==> config.mk <==
export PLATFORM = sky130hd
export DESIGN_NAME = sample_spi_readout_flat
export DESIGN_NICKNAME = d
export VERILOG_FILES = /design/src/rtl/sample_spi_readout_pkg.sv /design/src/rtl/sample_spi_readout_if.sv /design/src/rtl/sample_spi_readout_fifo.sv /design/src/rtl/sample_spi_readout.sv /design/src/flat_wrapper.sv
export SDC_FILE = /design/constraint.sdc
export NUM_CORES = 1
export LEC_CHECK = 0
export ABC_AREA = 1
export BUFFER_PORTS_ARGS = -buffer_cell sky130_fd_sc_hd__buf_2
export CAP_MARGIN = 20
export CORE_MARGIN = 1
export CORE_UTILIZATION = 67
export CTS_BUF_LIST = sky130_fd_sc_hd__clkbuf_8
export CTS_CLUSTER_SIZE = 14
export DETAILED_ROUTE_END_ITERATION = 16
export MAX_ROUTING_LAYER = met4
export PLACE_DENSITY = 0.94
export SETUP_SLACK_MARGIN = 0.2
export SLEW_MARGIN = 20
export SYNTH_ARGS = -nofsm -noshare
export SYNTH_HDL_FRONTEND = slang
export SYNTH_SLANG_ARGS = --single-unit
==> constraint.sdc <==
create_clock -name clk -period 4.35 [get_ports clk]
set_input_delay 0.435 -clock clk [delete_from_list [all_inputs] [get_ports clk]]
set_output_delay 0.435 -clock clk [all_outputs]
set_load 0.005 [all_outputs]
==> src/rtl/sample_spi_readout_pkg.sv <==
// sample_spi_readout_pkg: FSM states, frame header layout and sizing helpers for the SPI readout.
package sample_spi_readout_pkg;
   typedef enum logic [1:0] {IDLE, LOAD, SHIFT, GAP} state_t;
   localparam int SEQ_W = 3;
   localparam int HDR_W = SEQ_W + 1;
   function automatic int max2(int a, int b);
      return a > b ? a : b;
   endfunction
endpackage

==> src/rtl/sample_spi_readout_if.sv <==
// sample_spi_readout_if: filter-side sample strobe plus SPI pins and status of the readout stage.
interface sample_spi_readout_if #(
   parameter int DATA_W     = 12,
   parameter int FIFO_DEPTH = 4
);
   localparam int LVL_W = $clog2(FIFO_DEPTH) + 1;
   logic [DATA_W-1:0] sample_in;
   logic              sample_valid;
   logic              sclk;
   logic              cs_n;
   logic              sdo;
   logic [LVL_W-1:0]  fifo_level;
   logic              overflow;
   logic              busy;
   modport master (output sample_in, sample_valid, input sclk, cs_n, sdo, fifo_level, overflow, busy);
   modport slave  (input sample_in, sample_valid, output sclk, cs_n, sdo, fifo_level, overflow, busy);
endinterface

==> src/rtl/sample_spi_readout_fifo.sv <==
// sample_spi_readout_fifo: synchronous sample FIFO with occupancy count; callers never push when full unless popping.
module sample_spi_readout_fifo #(
   parameter int DATA_W = 12,
   parameter int DEPTH  = 4
) (
   input  logic                    clk,
   input  logic                    rst,
   input  logic                    push,
   input  logic                    pop,
   input  logic [DATA_W-1:0]       din,
   output logic [DATA_W-1:0]       dout,
   output logic                    full,
   output logic                    empty,
   output logic [$clog2(DEPTH):0]  level
);
   localparam int AW = $clog2(DEPTH);
   logic [DATA_W-1:0] mem [DEPTH];
   logic [AW-1:0]     wr_ptr;
   logic [AW-1:0]     rd_ptr;
   always_ff @(posedge clk or posedge rst) begin
      if (rst) begin
         wr_ptr <= '0;
         rd_ptr <= '0;
         level  <= '0;
      end else begin
         if (push) wr_ptr <= wr_ptr + AW'(1);
         if (pop) rd_ptr <= rd_ptr + AW'(1);
         level <= level + (AW+1)'(push) - (AW+1)'(pop);
      end
   end
   always_ff @(posedge clk)
      if (push) mem[wr_ptr] <= din;
   assign dout  = mem[rd_ptr];
   assign full  = level == (AW+1)'(DEPTH);
   assign empty = level == '0;
endmodule

==> src/rtl/sample_spi_readout.sv <==
// sample_spi_readout: buffers decimated samples and ships each as a {drop, seq, sample} SPI mode-0 frame.
module sample_spi_readout
   import sample_spi_readout_pkg::*;
#(
   parameter int DATA_W     = 12,
   parameter int FIFO_DEPTH = 4,
   parameter int CLK_DIV    = 2,
   parameter int GAP_CYC    = 2
) (
   input logic                 clk,
   input logic                 rst,
   sample_spi_readout_if.slave bus
);
   localparam int FRAME_W = DATA_W + HDR_W;
   localparam int BIT_W   = $clog2(FRAME_W);
   localparam int CNT_W   = $clog2(max2(CLK_DIV, GAP_CYC)) + 1;
   localparam logic [CNT_W-1:0] DIV_LAST = CNT_W'(CLK_DIV - 1);
   localparam logic [CNT_W-1:0] GAP_LAST = CNT_W'(GAP_CYC - 1);
   state_t             state;
   state_t             state_nxt;
   logic [CNT_W-1:0]   cnt;
   logic [BIT_W-1:0]   bit_cnt;
   logic [FRAME_W-1:0] frame;
   logic [SEQ_W-1:0]   seq;
   logic               drop_pend;
   logic [DATA_W-1:0]  head;
   logic               full;
   logic               empty;
   logic               pop;
   logic               push;
   logic               tick;
   logic               last;
   // A pop in LOAD frees a slot, so a coincident write into a full FIFO is still accepted.
   assign pop  = state == LOAD;
   assign push = bus.sample_valid & (~full | pop);
   assign tick = state == SHIFT && cnt == DIV_LAST;
   assign last = tick & bus.sclk & (bit_cnt == '0);
   sample_spi_readout_fifo #(.DATA_W(DATA_W), .DEPTH(FIFO_DEPTH)) fifo (
      .clk(clk),
      .rst(rst),
      .push(push),
      .pop(pop),
      .din(bus.sample_in),
      .dout(head),
      .full(full),
      .empty(empty),
      .level(bus.fifo_level)
   );
   always_ff @(posedge clk or posedge rst)
      if (rst) state <= IDLE;
      else state <= state_nxt;
   always_comb begin
      state_nxt = state;
      case (state)
         IDLE:  state_nxt = empty ? IDLE : LOAD;
         LOAD:  state_nxt = SHIFT;
         SHIFT: state_nxt = last ? GAP : SHIFT;
         GAP:   state_nxt = cnt == GAP_LAST ? IDLE : GAP;
      endcase
   end
   always_ff @(posedge clk or posedge rst) begin
      if (rst) begin
         bus.sclk     <= 1'b0;
         bus.cs_n     <= 1'b1;
         bus.sdo      <= 1'b0;
         bus.overflow <= 1'b0;
         bus.busy     <= 1'b0;
         cnt          <= '0;
         bit_cnt      <= '0;
         frame        <= '0;
         seq          <= '0;
         drop_pend    <= 1'b0;
      end else begin
         bus.busy <= state_nxt != IDLE;
         case (state)
            LOAD: begin
               frame     <= {drop_pend, seq, head};
               bus.sdo   <= drop_pend;
               bus.cs_n  <= 1'b0;
               bus.sclk  <= 1'b0;
               cnt       <= '0;
               bit_cnt   <= BIT_W'(FRAME_W - 1);
               drop_pend <= 1'b0;
            end
            SHIFT: begin
               cnt <= tick ? '0 : cnt + CNT_W'(1);
               if (tick) bus.sclk <= ~bus.sclk;
               // The edge that lowers sclk presents the next bit, or closes the frame after the last one.
               if (last) begin
                  bus.cs_n <= 1'b1;
                  bus.sdo  <= 1'b0;
                  seq      <= seq + SEQ_W'(1);
               end else if (tick & bus.sclk) begin
                  bus.sdo <= frame[FRAME_W-2];
                  frame   <= frame << 1;
                  bit_cnt <= bit_cnt - BIT_W'(1);
               end
            end
            GAP: cnt <= cnt + CNT_W'(1);
            default: ;
         endcase
         if (bus.sample_valid & full & ~pop) begin
            drop_pend    <= 1'b1;
            bus.overflow <= 1'b1;
         end
      end
   end
endmodule

==> src/flat_wrapper.sv <==
// flat-port wrapper written by rule: the top's interface ports become plain ports
module sample_spi_readout_flat import sample_spi_readout_pkg::*;
#(
   parameter int DATA_W     = 12,
   parameter int FIFO_DEPTH = 4,
   parameter int CLK_DIV    = 2,
   parameter int GAP_CYC    = 2
)
  (clk, rst, bus_sample_in, bus_sample_valid, bus_sclk, bus_cs_n, bus_sdo, bus_fifo_level, bus_overflow, bus_busy);
  sample_spi_readout_if #(.DATA_W(DATA_W), .FIFO_DEPTH(FIFO_DEPTH)) bus_i ();
  input logic clk;
  input logic rst;
  input wire logic [$bits(bus_i.sample_in)-1:0] bus_sample_in;
  input wire logic [$bits(bus_i.sample_valid)-1:0] bus_sample_valid;
  output wire logic [$bits(bus_i.sclk)-1:0] bus_sclk;
  output wire logic [$bits(bus_i.cs_n)-1:0] bus_cs_n;
  output wire logic [$bits(bus_i.sdo)-1:0] bus_sdo;
  output wire logic [$bits(bus_i.fifo_level)-1:0] bus_fifo_level;
  output wire logic [$bits(bus_i.overflow)-1:0] bus_overflow;
  output wire logic [$bits(bus_i.busy)-1:0] bus_busy;
  assign bus_i.sample_in = bus_sample_in;
  assign bus_i.sample_valid = bus_sample_valid;
  assign bus_sclk = bus_i.sclk;
  assign bus_cs_n = bus_i.cs_n;
  assign bus_sdo = bus_i.sdo;
  assign bus_fifo_level = bus_i.fifo_level;
  assign bus_overflow = bus_i.overflow;
  assign bus_busy = bus_i.busy;
  sample_spi_readout #(.DATA_W(DATA_W), .FIFO_DEPTH(FIFO_DEPTH), .CLK_DIV(CLK_DIV), .GAP_CYC(GAP_CYC)) u_core (.clk(clk), .rst(rst), .bus(bus_i));
endmodule
==> flow_summary_export.csv, run 1 <==
group,metric,value,unit
route,vias_per_cell,5.661,
global_route,grt.total_usage,29.27,%
clock_network,cts_resized,0,
placed_design,dp.cells,473,
synth,synth_area,3869,um2
worst_setup_path,path_cells,"inv_1 -> ha_1 -> inv_1 -> nand3_1 -> nand2_1 -> nor2_1",
floorplan,io_pins,23,
synth,synth_area_leaders,"edfxtp_1, dfrtp_1, nand2_1",
clock_network,cts-htree-levels,3,
clock_network,tritoncts.num_buffers,9,
run,drv_cap,0,
clock_network,cts.clk_slew.worst_paths,0.09,ns
synth,synth_common_cells,"nand2_1, edfxtp_1, nand3_1",
route,vias,2768,
synth,yosysWarnings,0,
worst_setup_path,setup.worst_path.class,"reg2reg",
floorplan,die_w,77.99,um
sta,finalHoldViolations,0,
route,ant_nets,0,
sta,fmax,0.3985,GHz
finish,nFillCells,344,
floorplan,die_area,6082,um2
worst_setup_path,crit_top_cell,"inv_1",
sta,final.setup.worst_slack,1.840,ns
synth,synth_mux_area_share,0,%
synth,synth_seq_cells,87,
worst_setup_path,cp_num_buf_inv,2,
route,totalWireLength,7691,um
clock_network,hold_buffers,0,
finish,utilization,76.40,%
synth,ys.flop_type,"edfxtp_1",
global_route,gr-total-overflow,0,
sta,setup_tns,0,ns
synth,yosys.area.top_type,"edfxtp_1",
route,drtPass1Iterations,6,
synth,synthSimpleGateAreaFrac,24.26,%
synth,ys_types,30,
clock_network,postCtsSetupRepairBufs,0,
finish,insertedDiodeCount,0,
sta,worstMarginPinSlew,1.047,ns
finish,nets,443,
placed_design,place_area,4015,um2
synth,synth_nets,421,
worst_setup_path,max_stage_delay,0.85,ns
sta,period_needed,2.510,ns
finish,fin_cells,489,
clock_network,clkSinkCount,87,
synth,synth_cells,390,
sta,timing.hold.ws,0.1685,ns
power,power_density,734.0,nW/um2
finish,syn_to_final_growth,9.411,%
global_route,grt_max_degree,40,
worst_setup_path,crit_family,"simple AND/OR/NAND/NOR gates",
route,drt-initial-drc-count,276,
power,p_leak,1.976,nW
worst_setup_path,worstPathArrival,2.50,ns
worst_setup_path,critPathCaptureType,"flop",
worst_setup_path,path_max_fanout,12,
synth,ys_async_sr_fraction,44.83,%
status,status,"finished, final reports clean",
synth,synth_top_family_by_area,"simple AND/OR/NAND/NOR gates",
route,drc_errors,0,
sta,fin_worst_skew,0.004177,ns
placed_design,place.gp.congestion,0.7790,
floorplan,initial_core_util,69.83,%
worst_setup_path,cp_slowest_cell,"nor2_1",
placed_design,preCtsSetupSlack,1.837,ns
worst_setup_path,critPathRequiredTime,4.34,ns
worst_setup_path,start_kind,"flop",
floorplan,coreArea,5540,um2
finish,drive_above_1_share,12.71,%
sta,finalCritPeriodShare,57.69,%
finish,multi_input_area,1272,um2
sta,max_slew_margin,29.96,%
clock_network,cts_tree,"built",
synth,seq_area_frac_synth,62.52,%
floorplan,rows,27,
finish,final_area,4233,um2
synth,yosysMostFrequentCell,"nand2_1",
global_route,grt_pass1_vias,2803,
power,fin_total_pwr,3.107,mW
global_route,antenna_found_initial,0,
power,ir_worst_vdd,0.4391,mV
route,wire_per_inst,15.73,um
global_route,grt_pass1_wl,12740,um
sta,final-setup-viol-count,0,
synth,synth-edff-count,48,
synth,postSynthAreaPerCell,9.920,um2
floorplan,die_h,77.99,um
placed_design,portBuffers,22,
synth,synth_compound_area_share,1.488,%
sta,maxSlewViolCount,0,
synth,synth_fa_ha_area_share,5.369,%
clock_network,clock_path_buffers,2,
hold_path,hold_path.class,"in2async",
synth,yosysTopAreaCellShare,37.26,%
placed_design,dp_hpwl,4835,um
clock_network,root_buffer,"clkbuf_8",
clock_network,insertion_delay,0.36,ns
sta,rsz0062_at_grt,"no",
synth,synth-xor-area-share,1.585,%
finish,regArea,2419,um2
where the power goes:
part | internal (mW) | switching, mW
combinational | 0.394 | 0.797
clock | 0.279 | 0.315
sequential | 1.13 | 0.189
cells in the final DEF, fill, tap and decap left out:
cell        instances
clkinv_1            1
edfxtp_1           48
fa_1                1
xnor2_1             1
o21bai_1            2
o21ai_0             5
nor2_1             10
nor2_2              5
nor2_4              2
dfstp_2             1
buf_4               1
dfrtp_1            38
nand4_1             1
inv_8               2
buf_2              22
xor2_1              6
nand2_4             1
a21oi_1             1
nand2_1           163
clkinvlp_4          1
inv_1              30
inv_6               3
nand3b_1            1
ha_1               15
o22ai_1             1
nand3_2             1
clkbuf_8            9
or2_2               2
nand3_1            39
inv_2               2
bufinv_16           1
a31oi_1             1
cell type report:
class,instances,area share [%]
clock buffers,9,2.926
multi-input cells,258,30.06
well taps,72,2.128
flip-flops and latches,87,57.14
inverters,33,2.926
repair buffers,23,2.779
clock inverters,7,2.040
cell families (layout without fill, tap and decap cells):
group,count (synthesis),count (layout)
AND/OR/NAND/NOR,225,225
XOR/XNOR,7,7
buffers and inverters,45,72
AO/OA/AOI/OAI,10,10
adder cells (fa/ha/maj),16,16
flip-flops,87,87
registers in the layout, summed over array words and instances, names as in the netlist, 2 cells and up:
name	cells
u_core.bit_cnt	4
u_core.cnt	2
u_core.fifo.level	3
u_core.fifo.mem	48
u_core.fifo.rd_ptr	2
u_core.fifo.wr_ptr	2
u_core.frame	15
u_core.seq	3
u_core.state	2
final timing paths:
check,startpoint,to,slack [ns],cells past startpoint
hold / removal,rst,u_core.state[0]$_DFF_PP0_,0.17,3
hold reg to reg,u_core.bus.cs_n$_DFFE_PP1P_,u_core.bus.cs_n$_DFFE_PP1P_,0.47,2
max in group asynchronous,rst,u_core.bus.cs_n$_DFFE_PP1P_,3.83,3
setup reg to reg,u_core.state[1]$_DFF_PP0_,u_core.fifo.mem[3][3]$_DFFE_PP_,1.84,6
setup / recovery,u_core.state[1]$_DFF_PP0_,u_core.fifo.mem[3][3]$_DFFE_PP_,1.84,6
min in group clk,bus_sample_in[8],u_core.fifo.mem[1][8]$_DFFE_PP_,0.28,1
routing by layer:
| layer | up-vias | share of wire, % | global-route usage [%] |
|---|---|---|---|
| met5 | - | 0 | - |
| met4 | 0 | 4.1 | 15.93 |
| met3 | 41 | 6.4 | 5.647 |
| met2 | 126 | 50 | 46.64 |
| met1 | 1312 | 40 | 35.58 |
| li1 | 1289 | - | - |
worst min-delay path: stages:
cell,delay (ns)
buf_2,0.09
inv_1,0.04
buf_4,0.41
No activity file was read; power rests on OpenSTA's default activity.
==> inputs of run 2 (changes only) <==
- ABC_AREA: 1 -> 0
- CORE_UTILIZATION: 67 -> 56
- PLACE_DENSITY: 0.94 -> 0.84
- clock period: 4.35 -> 2.05 ns (I/O delays scaled with it)
==> run 2 against run 1 <==
The run now ends with DRC left. Routed wire length rose by 2.3%. Flip-flop and latch count unchanged. Critical path depth is the same. Synthesized cell count down 33%.
==> flow_summary_export.csv, run 2 <==
group,metric,value,unit
global_route,grt_max_degree,40,
synth,postSynthAreaPerCell,14.61,um2
global_route,antenna_found_initial,0,
worst_setup_path,path_cells,"ha_4 -> and3_4 -> a221oi_4 -> buf_6 -> clkbuf_16 -> mux2_4",
finish,regMostFlops,"u_core.fifo.mem",
finish,drive_above_1_share,34.80,%
route,drc_errors,2,
worst_setup_path,worstPathArrival,2.16,ns
floorplan,coreArea,6459,um2
sta,finalCritPeriodShare,93.65,%
hold_path,hold_start,"bus_sample_in[4]",
power,ir_worst_vdd,0.9144,mV
placed_design,dp_hpwl,4124,um
global_route,gr-total-overflow,0,
worst_setup_path,cp_slowest_cell,"dfrtp_2",
worst_setup_path,path_max_fanout,5,
worst_setup_path,setup.worst_path.class,"reg2reg",
worst_setup_path,cp_num_buf_inv,2,
floorplan,die_w,84.38,um
synth,yosysTopAreaCellShare,37.93,%
sta,worstMarginPinSlew,0.5234,ns
floorplan,die_h,84.38,um
route,ant_nets,0,
synth,synth_seq_cells,87,
route,drt-initial-drc-count,112,
sta,final-setup-viol-count,0,
power,power_density,928.2,nW/um2
placed_design,place.gp.congestion,0.7748,
power,fin_total_pwr,4.286,mW
route,drtPass1Iterations,12,
clock_network,clock_path_buffers,2,
worst_setup_path,timing.rr.start,"u_core.state[1]$_DFF_PP0_",
route,wire_per_inst,19.87,um
run,drv_cap,0,
synth,synth_nets,291,
hold_path,hold_path.class,"in2reg",
global_route,grt.total_usage,21.51,%
synth,yosysWarnings,0,
synth,seq_area_frac_synth,63.65,%
status,status,"finished, violations left",
floorplan,rows,29,
synth,synth_area_leaders,"edfxtp_1, dfrtp_1, mux2i_1",
finish,final_cell_mix,"edfxtp_1, dfrtp_1, mux2i_1, buf_2, buf_4",
route,totalWireLength,7868,um
worst_setup_path,max_stage_delay,0.47,ns
sta,maxSlewViolCount,0,
synth,yosysMostFrequentCell,"edfxtp_1",
sta,max_slew_margin,65.11,%
finish,largest_reg_flops,48,
synth,synth_area,3800,um2
sta,fin_worst_skew,0.01114,ns
clock_network,cts_tree,"built",
floorplan,initial_core_util,58.83,%
worst_setup_path,critPathRequiredTime,2.29,ns
clock_network,clkSinkCount,87,
synth,yosys.area.top_type,"edfxtp_1",
synth,synth_cells,260,
worst_setup_path,critPathCaptureType,"flop",
finish,syn_to_final_growth,21.53,%
sta,fmax,0.5209,GHz
worst_setup_path,crit_start,"u_core.state[1]$_DFF_PP0_",
sta,setup_tns,0,ns
synth,synth_common_cells,"edfxtp_1, dfrtp_1, mux2i_1",
global_route,grt_pass1_vias,2308,
synth,ys_async_sr_fraction,44.83,%
finish,nets,345,
route,vias,2358,
floorplan,io_pins,23,
status,violations,"DRC",
sta,finalHoldViolations,0,
finish,insertedDiodeCount,0,
worst_setup_path,crit_family,"flip-flops",
clock_network,cts-htree-levels,3,
worst_setup_path,start_kind,"flop",
finish,final_common_cell,"edfxtp_1",
sta,period_needed,1.920,ns
placed_design,portBuffers,22,
clock_network,insertion_delay,0.36,ns
clock_network,root_buffer,"clkbuf_8",
clock_network,tritoncts.num_buffers,9,
synth,ys.flop_type,"edfxtp_1",
synth,synth-edff-count,48,
global_route,grt_pass1_wl,11050,um
finish,biggestRegsByFlops,"u_core.fifo.mem: 48 flops, u_core.frame: 15 flops, u_core.bit_cnt: 4 flops",
sta,rsz0062_at_grt,"yes",
route,vias_per_cell,5.955,
synth,ys_types,42,
clock_network,cts.clk_slew.worst_paths,0.10,ns
power,p_leak,2.062,nW
floorplan,die_area,7119,um2
run 2: cell types whose count changed in the layout (fill, tap and decap cells not counted), moves of 14 or more:
cell	previous run	this run
nand2_1	163	18
nand3_1	39	1
mux2i_1	0	23
buf_4	1	20
inv_1	30	15
mux2_4	0	14
run 2: logic make-up (layout without fill, tap and decap cells):
group	Yosys count	count (layout)	share of synthesized area [%]
multiplexers	43	43	12.78
flip-flops	87	87	63.65
AND/OR/NAND/NOR	44	48	6.091
XOR/XNOR	7	7	1.613
adder cells (fa/ha/maj)	16	16	5.466
buffers and inverters	28	83	3.260
AO/OA/AOI/OAI	35	35	7.146
run 2: power by group:
part	internal [mW]	switching (mW)	leakage, nW	total (mW)
logic	0.287	0.390	1.03	0.676
registers	2.13	0.134	0.918	2.27
clock network	0.701	0.641	0.111	1.34
total	3.12	1.16	2.06	4.29
run 2: metrics by stage:
stage	cells	utilization, %	hold slack, ns	setup slack [ns]	cell area (um2)
3_3_place_gp	359	63.41	0.3455	0.1568	4095
3_5_place_dp	359	63.41	0.3585	0.08013	4095
2_1_floorplan	260	-	0.3039	0.05978	3832
5_1_grt	396	71.50	0.03575	0.1004	4618
4_1_cts	385	68.77	0.04293	0.1348	4442
6_report	396	71.50	0.04622	0.1303	4618
run 2: repair_timing:
action                     4_1_cts  5_1_grt
hold buffers                     1        0
hold endpoints to repair        38        0
gates resized for setup          9       21
gates cloned                     1        5
setup endpoints to repair       64       65
buffers inserted                 8        6
pin swaps                        2        6
run 2: cell type report:
type                    count  area [um2]
repair buffers             49       394.1
clock buffers               9       123.9
flip-flops and latches     87        2420
clock inverters             7       102.6
well taps                  77       96.34
inverters                  18       67.56
multi-input cells         149        1414
fillers                   405        1841
run 2: worst reg2reg max path, delay by kind of cell, from the launching register on:
family | cells | cell delay, ns
flops | 1 | 0.47
compound gates | 1 | 0.34
buf+inv | 2 | 0.31
mux | 1 | 0.30
fa+ha+maj | 1 | 0.20
simple gates | 1 | 0.18
run 2: path summary, 6_finish.rpt:
path | endpoint | slack, ns | depth (start not counted)
setup / recovery | u_core.frame[3]$_DFFE_PP0P_ | 0.13 | 6
setup reg to reg | u_core.frame[3]$_DFFE_PP0P_ | 0.13 | 6
hold reg to reg | u_core.seq[2]$_DFFE_PP0P_ | 0.48 | 1
max in group asynchronous | u_core.bus.cs_n$_DFFE_PP1P_ | 1.16 | 4
min in group asynchronous | u_core.fifo.level[1]$_DFF_PP0_ | 0.50 | 4
hold / removal | u_core.fifo.mem[3][4]$_DFFE_PP_ | 0.05 | 1
run 2: metal layers:
metal / GRT usage [%] / vias to the layer above / wire length, um
met5: - / - / 0
met4: 9.707 / 0 / 395
met3: 5.408 / 34 / 382
met2: 37.11 / 83 / 4003
met1: 23.60 / 1177 / 3087
li1: - / 1064 / -
==> inputs of run 3 (changes only) <==
- PLACE_DENSITY: 0.84 -> 0.77
==> run 3 against run 2 <==
The flow still finishes with violations (DRC). Sequential power about the same. Cell count decreased by 2.0%. Setup slack improved by 0.035 ns. Core utilization decreased by 1.3 points. Critical path depth increased by 1. Fmax increased by 1.8%. Sequential share of layout area increased by 0.95 points. Largest cell class unchanged. Highest routed layer unchanged.
==> flow_summary_export.csv, run 3 (synthesis gave the netlist of run 2 again) <==
group,metric,value,unit
finish,largest_reg_flops,48,
finish,nets,337,
power,p_leak,2.022,nW
worst_setup_path,critPathRequiredTime,2.29,ns
global_route,grt_pass1_wl,11360,um
status,violations,"DRC",
route,drc_errors,3,
worst_setup_path,path_max_fanout,5,
route,totalWireLength,7034,um
clock_network,clkSinkCount,87,
worst_setup_path,critPathCaptureType,"flop",
hold_path,hold_path.class,"in2reg",
sta,fin_worst_skew,0.01002,ns
floorplan,coreArea,6459,um2
floorplan,rows,29,
clock_network,cts.clk_slew.worst_paths,0.09,ns
clock_network,insertion_delay,0.36,ns
sta,max_slew_margin,66.83,%
floorplan,die_h,84.38,um
clock_network,cts_tree,"built",
global_route,grt.total_usage,22.30,%
status,status,"finished, violations left",
sta,finalHoldViolations,0,
finish,syn_to_final_growth,19.36,%
worst_setup_path,setup.worst_path.class,"reg2reg",
sta,period_needed,1.885,ns
power,ir_worst_vdd,0.6036,mV
sta,setup_tns,0,ns
finish,final_cell_mix,"edfxtp_1, dfrtp_1, mux2i_1, buf_2, nand2_1",
clock_network,tritoncts.num_buffers,9,
placed_design,place.gp.congestion,0.7859,
sta,final-setup-viol-count,0,
global_route,antenna_found_initial,0,
worst_setup_path,worstPathArrival,2.13,ns
global_route,grt_max_degree,40,
sta,worstMarginPinSlew,0.4975,ns
worst_setup_path,path_cells,"inv_2 -> ha_4 -> and3_4 -> a221oi_4 -> buf_6 -> buf_12 -> mux2_4",
sta,finalCritPeriodShare,91.94,%
route,ant_nets,0,
global_route,grt_pass1_vias,2318,
sta,rsz0062_at_grt,"yes",
floorplan,io_pins,23,
floorplan,die_area,7119,um2
power,power_density,897.3,nW/um2
floorplan,die_w,84.38,um
run,drv_cap,0,
clock_network,cts-htree-levels,3,
finish,drive_above_1_share,33.12,%
placed_design,dp_hpwl,4180,um
worst_setup_path,cp_slowest_cell,"dfrtp_1",
sta,fmax,0.5305,GHz
clock_network,root_buffer,"clkbuf_8",
route,vias,2201,
finish,biggestRegsByFlops,"u_core.fifo.mem: 48 flops, u_core.frame: 15 flops, u_core.bit_cnt: 4 flops",
sta,timing.hold.ws,0.05803,ns
placed_design,portBuffers,22,
floorplan,initial_core_util,58.83,%
finish,insertedDiodeCount,0,
sta,maxSlewViolCount,0,
clock_network,clock_path_buffers,2,
global_route,gr-total-overflow,0,
finish,final_common_cell,"edfxtp_1",
route,wire_per_inst,18.13,um
finish,regMostFlops,"u_core.fifo.mem",
route,vias_per_cell,5.673,
route,drtPass1Iterations,11,
worst_setup_path,max_stage_delay,0.39,ns
route,drt-initial-drc-count,110,
worst_setup_path,start_kind,"flop",
## run 3: cell types whose count changed in the layout (fill, tap and decap cells not counted), moves of 2 or more
cell,delta
buf_4,-5
inv_6,-2
inv_8,+2
and2_4,-3
## run 3: stage by stage
step | util [%] | area, um2 | instances | setup WS, ns | total power [mW]
2_1_floorplan | - | 3832 | 260 | 0.05978 | 2.598
3_3_place_gp | 63.17 | 4080 | 357 | 0.1767 | 2.774
3_5_place_dp | 63.17 | 4080 | 357 | 0.1034 | 2.813
4_1_cts | 69.22 | 4471 | 385 | 0.1695 | 4.031
5_1_grt | 70.22 | 4536 | 388 | 0.1267 | 4.248
6_report | 70.22 | 4536 | 388 | 0.1651 | 4.070
## run 3: area by class of cell
type                            instances  area, um2
Multi-Input combinational cell        145       1378
Tap cell                               77      96.34
Clock buffer                            9      123.9
Timing Repair Buffer                   45      370.4
Sequential cell                        87       2420
Inverter                               18      67.56
Clock inverter                          7      80.08
Fill cell                             422       1923
## run 3: worst paths after layout
kind                                                 start                               to  slack [ns]  cells past startpoint
setup / recovery                 u_core.state[0]$_DFF_PP0_      u_core.frame[7]$_DFFE_PP0P_        0.17                      7
hold / removal                            bus_sample_in[3]  u_core.fifo.mem[0][3]$_DFFE_PP_        0.06                      1
setup reg to reg                 u_core.state[0]$_DFF_PP0_      u_core.frame[7]$_DFFE_PP0P_        0.17                      7
hold reg to reg            u_core.bus.overflow$_DFFE_PP0P_  u_core.bus.overflow$_DFFE_PP0P_        0.49                      1
max in group asynchronous                              rst        u_core.state[1]$_DFF_PP0_        1.17                      4
min in group asynchronous                              rst  u_core.bus.overflow$_DFFE_PP0P_        0.50                      4
## run 3: routing by layer
layer  vias up  GRT usage (%)  share of wire, %
met5         -              -                 0
li1       1044              -                 -
met4         0          11.86               2.9
met3        20          3.933               3.2
met2        42          36.51                53
met1      1095          26.62                41
## run 3: where the power goes
group | internal, mW | switching [mW] | total, mW
combinational | 0.253 | 0.342 | 0.595
clock | 0.580 | 0.642 | 1.22
sequential | 2.13 | 0.118 | 2.25
## run 3: timing repair
action	4_1_cts	5_1_grt
hold endpoints to repair	38	0
pin swaps	4	3
resized for setup	16	13
setup endpoints to repair	42	65
buffers inserted	9	3
hold buffers	1	0
cloned	2	0
## run 3: critical path, delay by kind of cell, from the launching register on
| kind | cells | cell delay (ns) |
|---|---|---|
| multiplexers | 1 | 0.31 |
| AO/OA/AOI/OAI | 1 | 0.33 |
| adder cells (fa/ha/maj) | 1 | 0.18 |
| buffers and inverters | 3 | 0.38 |
| flip-flops | 1 | 0.39 |
| AND/OR/NAND/NOR | 1 | 0.18 |
